--- src/rtl/fact_cu.sv ---
// Control unit for the iterative 4-bit factorial accelerator.
// Moore FSM: every strobe is decoded from the state register alone.
module fact_cu (
  input  logic clk,
  input  logic rst,
  input  logic go,
  input  logic gt_in,
  input  logic gt_fact,
  output logic load_cnt,
  output logic en,
  output logic sel_1,
  output logic load_reg,
  output logic sel_2,
  output logic busy,
  output logic done,
  output logic err
);

  localparam logic [2:0] S_IDLE = 3'd0;
  localparam logic [2:0] S_INIT = 3'd1;
  localparam logic [2:0] S_TEST = 3'd2;
  localparam logic [2:0] S_MUL  = 3'd3;
  localparam logic [2:0] S_DONE = 3'd4;
  localparam logic [2:0] S_ERR  = 3'd5;

  logic [2:0] state, state_nxt;

  always_ff @(posedge clk) begin
    if (rst) state <= S_IDLE;
    else     state <= state_nxt;
  end

  // gt_fact is only meaningful in TEST, one cycle after the counter moved
  always_comb begin
    state_nxt = S_IDLE;
    case (state)
      S_IDLE:  state_nxt = go ? (gt_in ? S_ERR : S_INIT) : S_IDLE;
      S_INIT:  state_nxt = S_TEST;
      S_TEST:  state_nxt = gt_fact ? S_MUL : S_DONE;
      S_MUL:   state_nxt = S_TEST;
      S_DONE:  state_nxt = go ? S_DONE : S_IDLE;
      S_ERR:   state_nxt = go ? S_ERR : S_IDLE;
      default: state_nxt = S_IDLE;
    endcase
  end

  always_comb begin
    load_cnt = 1'b0;
    en       = 1'b0;
    sel_1    = 1'b0;
    load_reg = 1'b0;
    sel_2    = 1'b0;
    busy     = 1'b0;
    done     = 1'b0;
    err      = 1'b0;
    case (state)
      S_INIT: begin
        load_cnt = 1'b1;
        load_reg = 1'b1;
        busy     = 1'b1;
      end
      S_TEST: busy = 1'b1;
      S_MUL: begin
        en       = 1'b1;
        load_reg = 1'b1;
        sel_1    = 1'b1;
        busy     = 1'b1;
      end
      S_DONE: begin
        sel_2 = 1'b1;
        done  = 1'b1;
      end
      S_ERR:   err = 1'b1;
      default: ;
    endcase
  end

endmodule

--- config.mk ---
export PLATFORM = sky130hd
export DESIGN_NAME = fact_cu
export DESIGN_NICKNAME = d
export VERILOG_FILES = /design/src/rtl/fact_cu.sv
export SDC_FILE = /design/constraint.sdc
export NUM_CORES = 1
export LEC_CHECK = 0
export BUFFER_PORTS_ARGS = -buffer_cell sky130_fd_sc_hd__buf_2
export CORE_AREA = 10 10 47 49
export CTS_CLUSTER_SIZE = 10
export DETAILED_ROUTE_END_ITERATION = 6
export DIE_AREA = 0 0 57 59
export PLACE_DENSITY_LB_ADDON = 0.3
export SKIP_LAST_GASP = 1
export SYNTH_ARGS = -nofsm -noshare
export SYNTH_HDL_FRONTEND = slang
export SYNTH_SLANG_ARGS = --single-unit
--- constraint.sdc ---
create_clock -name clk -period 2.1 [get_ports clk]
set_clock_uncertainty 0.1 [all_clocks]
set_input_delay 0.21 -clock clk [delete_from_list [all_inputs] [get_ports clk]]
set_output_delay 0.21 -clock clk [all_outputs]
set_load 0.02 [all_outputs]
# --- Word-level counts from Yosys, hierarchy flattened ---
# Cells that the tools add are included.
word_totals:
  ff_bits: 3
  inputBits: 5
  out_inout_bits: 8
  elab_cells: 21
op_classes:
  eq_ne: 5
  muxes: 12
  reduce_logical: 3
ops:
  columns: ["op", "n"]
  rows:
  - ["two-way mux 3 bit", 5]
  - ["one-hot mux 3 bit (5 select lines)", 1]
  - ["equality test 3 x 2 -> 1 bit, second input constant", 2]
  - ["equality test 3 bit, second input constant", 2]
  - ["two-way mux 1 bit", 6]
  - ["equality test 3 x 1 -> 1 bit, second input constant", 1]
  - ["logical NOT 3 bit", 1]
  - ["OR reduction 3 bit", 1]
  - ["OR reduction 2 bit", 1]

# --- Logic depth before layout (Yosys ltp) ---
logic_depth:
  ltp_word: 3
  depth_mapped: 4
  mapped_depth_nobuf: 3

# --- Worst setup path before layout ---
# No wires, ideal clock.
synth_timing:
  path_kind: "register -> output"
  start: "register state[2]"
  end: "output port sel_2"
  t_arrival_ns: 1.271
  t_required_ns: 1.790
  slack_ns: 0.519
  path_stages_with_launch: 4
  n_path_buf: 2
  cell_sequence: "dfxtp_1 buf_6 nor3b_1 buf_4"
synth_between:
  elab_chain_cells: 2
synth_rtl:
  columns: ["element", "line_no", "text"]
  rows:
  - ["start: declaration", "26", "logic [2:0] state, state_nxt;"]
  - ["start signal: assignment", "30", "else state <= state_nxt;"]
  - ["equality test 3 bit", null, null]
  - ["two-way mux 1 bit", null, null]
  - ["end: declaration", "13", "output logic sel_2,"]
# Every way passes these cells.

# --- Final worst setup path ---
layout_timing:
  start: "register state[0]"
  end: "output port sel_1"
layout_between:
  elab_chain_cells: 2
layout_rtl:
  columns: ["element", "line_no", "text"]
  rows:
  - ["equality test 3 x 2 -> 1 bit", "56", "case (state)"]
  - ["two-way mux 1 bit", "56", null]
  - ["end: declaration", "11", "output logic sel_1,"]
# Every way passes these cells.

==> reports/summary.txt <==
DR vias/cell = 3.926
Final Hold Viols = 0
Peak Freq = 662.4 MHz
sequential cell area fraction in the yosys report = 28.92%
Synth Register Bits = 3
worst skew pair latency = 0.23 ns
port bufs = 12
clock share of power = 45.7%
Root Driver = clkbuf_4
Die Wd = 57 µm
Psw = 66.06 µW
Synth area leader = dfxtp_1
Setup TNS Final = 0 ns
top cell type's share of synthesized area = 28.92%
Starting Density = 14.82%
sequential power share = 32.6%
placed inst area = 261.5 µm²
status = finished, final reports clean
biggest regs = state (3)
Place WS = 0.8201 ns
CP Data Required Time = 1.79 ns
diode count = 0
worst hold-check path type = in2reg
CP Launch Type = flip-flop
CP max FO = 8
CTS Sinks = 3
fin cells = 54
CTS Hold Bufs = 0
Static Leak = 0.1404 nW
die height = 59 µm
Cell variety after synth = 16
post-CTS setup buffers = 0
global route overflow = 0
post-route ant nets = 0
Final #Nets = 44
final core utilization = 20.54%
Core ar. = 1401 µm²
Clk pin slew, worst setup/hold paths = 0.04 ns
layout cells sized above 1 = 50.00%
first-pass GRT wire length = 897 µm
CTS tree = built
post-route setup slack = 0.5902 ns
initial antenna violation count = 0
synthesized area per cell = 8.308 µm²
Worst Path Arrival = 1.20 ns
final-report setup violation count = 0
Largest register FFs = 3
drt wl/cell = 9.667 µm
GR Util All Layers = 3.592%
power share of the combinational group = 21.7%
Slew @ Worst Pin = 0.2929 ns
cts repair resizes = 0
CP Class = reg2out
# IOs = 13
P_int = 153.6 µW
post-synthesis cell area = 207.7 µm²
CTS Buf Count = 3
vias in the first global route = 218
relative slew slack = 80.44%
hold slack = 0.07037 ns
Rows = 14
Synth-to-Final Area Change = 38.55%
largest net degree at the start of global routing = 10
Mapped Cells = 25
highest-count cells in the layout ignoring fill and taps = buf_2 (12), nor2_1 (4), nor2b_1 (3), clkbuf_4 (3), dfxtp_1 (3)
worst IR drop on VDD = 0.1474 mV
synth top area cells = dfxtp_1 (29%), nor2b_1 (9.0%), a221oi_2 (7.2%), buf_4 (7.2%), nor2_1 (7.2%)
Net Count, Synth = 30
Total Routed Length = 522 µm
first drt pass iteration count = 2
vias post-DR = 212
Max H-tree Level = 1
fin. max-slew vios = 0
Pwr Total = 219.7 µW
YS warnings = 0
Initial DRC Count = 1
Placer Congestion = 0.6685
placed cells = 50
Sw Ratio = 30.07%
worst-case clock buffer depth = 2
Final Instance Area = 287.8 µm²
Most flops, register = state
most common cell after layout, fill and taps aside = buf_2
drt drc = 0
Max Cap Violations = 0
pwr dens = 763.3 nW/µm²
Final min period = 1.510 ns
Total Die Area = 3363 µm²
Worst Setup End Kind = primary output
fin crit share = 71.89%
RSZ-0062 raised after global routing = false
worst paths after layout:
path / start / depth (start not counted) / endpoint / slack (ns)
worst max register to register: state[1] / 3 / state[2] / 1.03
worst max-delay path: state[0] / 3 / sel_1 / 0.59
worst min-delay path: rst / 2 / state[2] / 0.07
worst min register to register: state[0] / 2 / state[0] / 0.47
metal layers:
layer | share of wire, % | vias up | routed length [µm] | GRT usage, %
met3 | 25 | 0 | 130 | 4.721
met2 | 41 | 10 | 216 | 4.341
met5 | 0 | - | 0 | 0
li1 | - | 111 | - | -
met1 | 34 | 91 | 175 | 2.861
met4 | 0 | 0 | 0 | 3.020
cell families (layout without fill, tap and decap cells):
kind of cell / after synthesis / after routing / synth area share [%]
AOI/OAI and AO/OA: 4 / 4 / 14.45
buffers and inverters: 3 / 16 / 12.65
DFF: 3 / 3 / 28.92
and+or+nand+nor: 15 / 15 / 43.98
cell type report:
class	instances	area, µm²
Tap cell	16	20.02
Clock buffer	4	26.28
Sequential cell	3	60.06
Multi-Input combinational cell	19	121.4
Timing Repair Buffer	12	60.06
Fill cell	166	1114
synthesized netlist by cell type:
master and n:
nand3_1 1, a21oi_1 1, a221oi_2 1, nand3b_1 1
o21ai_1 2, nor3_1 1, buf_4 2, dfxtp_1 3
nor2b_2 1, and2_2 1, nor2b_1 3, buf_6 1
and2_1 1, nor3b_1 1, nor2_1 4, and3b_2 1
critical path, stage by stage, from the launching register on:
cell,delay [ns]
dfxtp_1,0.44
nor2b_1,0.21
and2_2,0.16
buf_2,0.16
power groups by stage:
stage / combinational [mW] / sequential (mW) / clock (mW)
2_1_floorplan: 0.0401 / 0.0682 / 0
3_3_place_gp: 0.0495 / 0.0723 / 0
3_5_place_dp: 0.0488 / 0.0725 / 0
4_1_cts: 0.0488 / 0.0716 / 0.106
5_1_grt: 0.0535 / 0.0740 / 0.114
6_report: 0.0477 / 0.0715 / 0.100
Power figures use the tool's default switching activity.
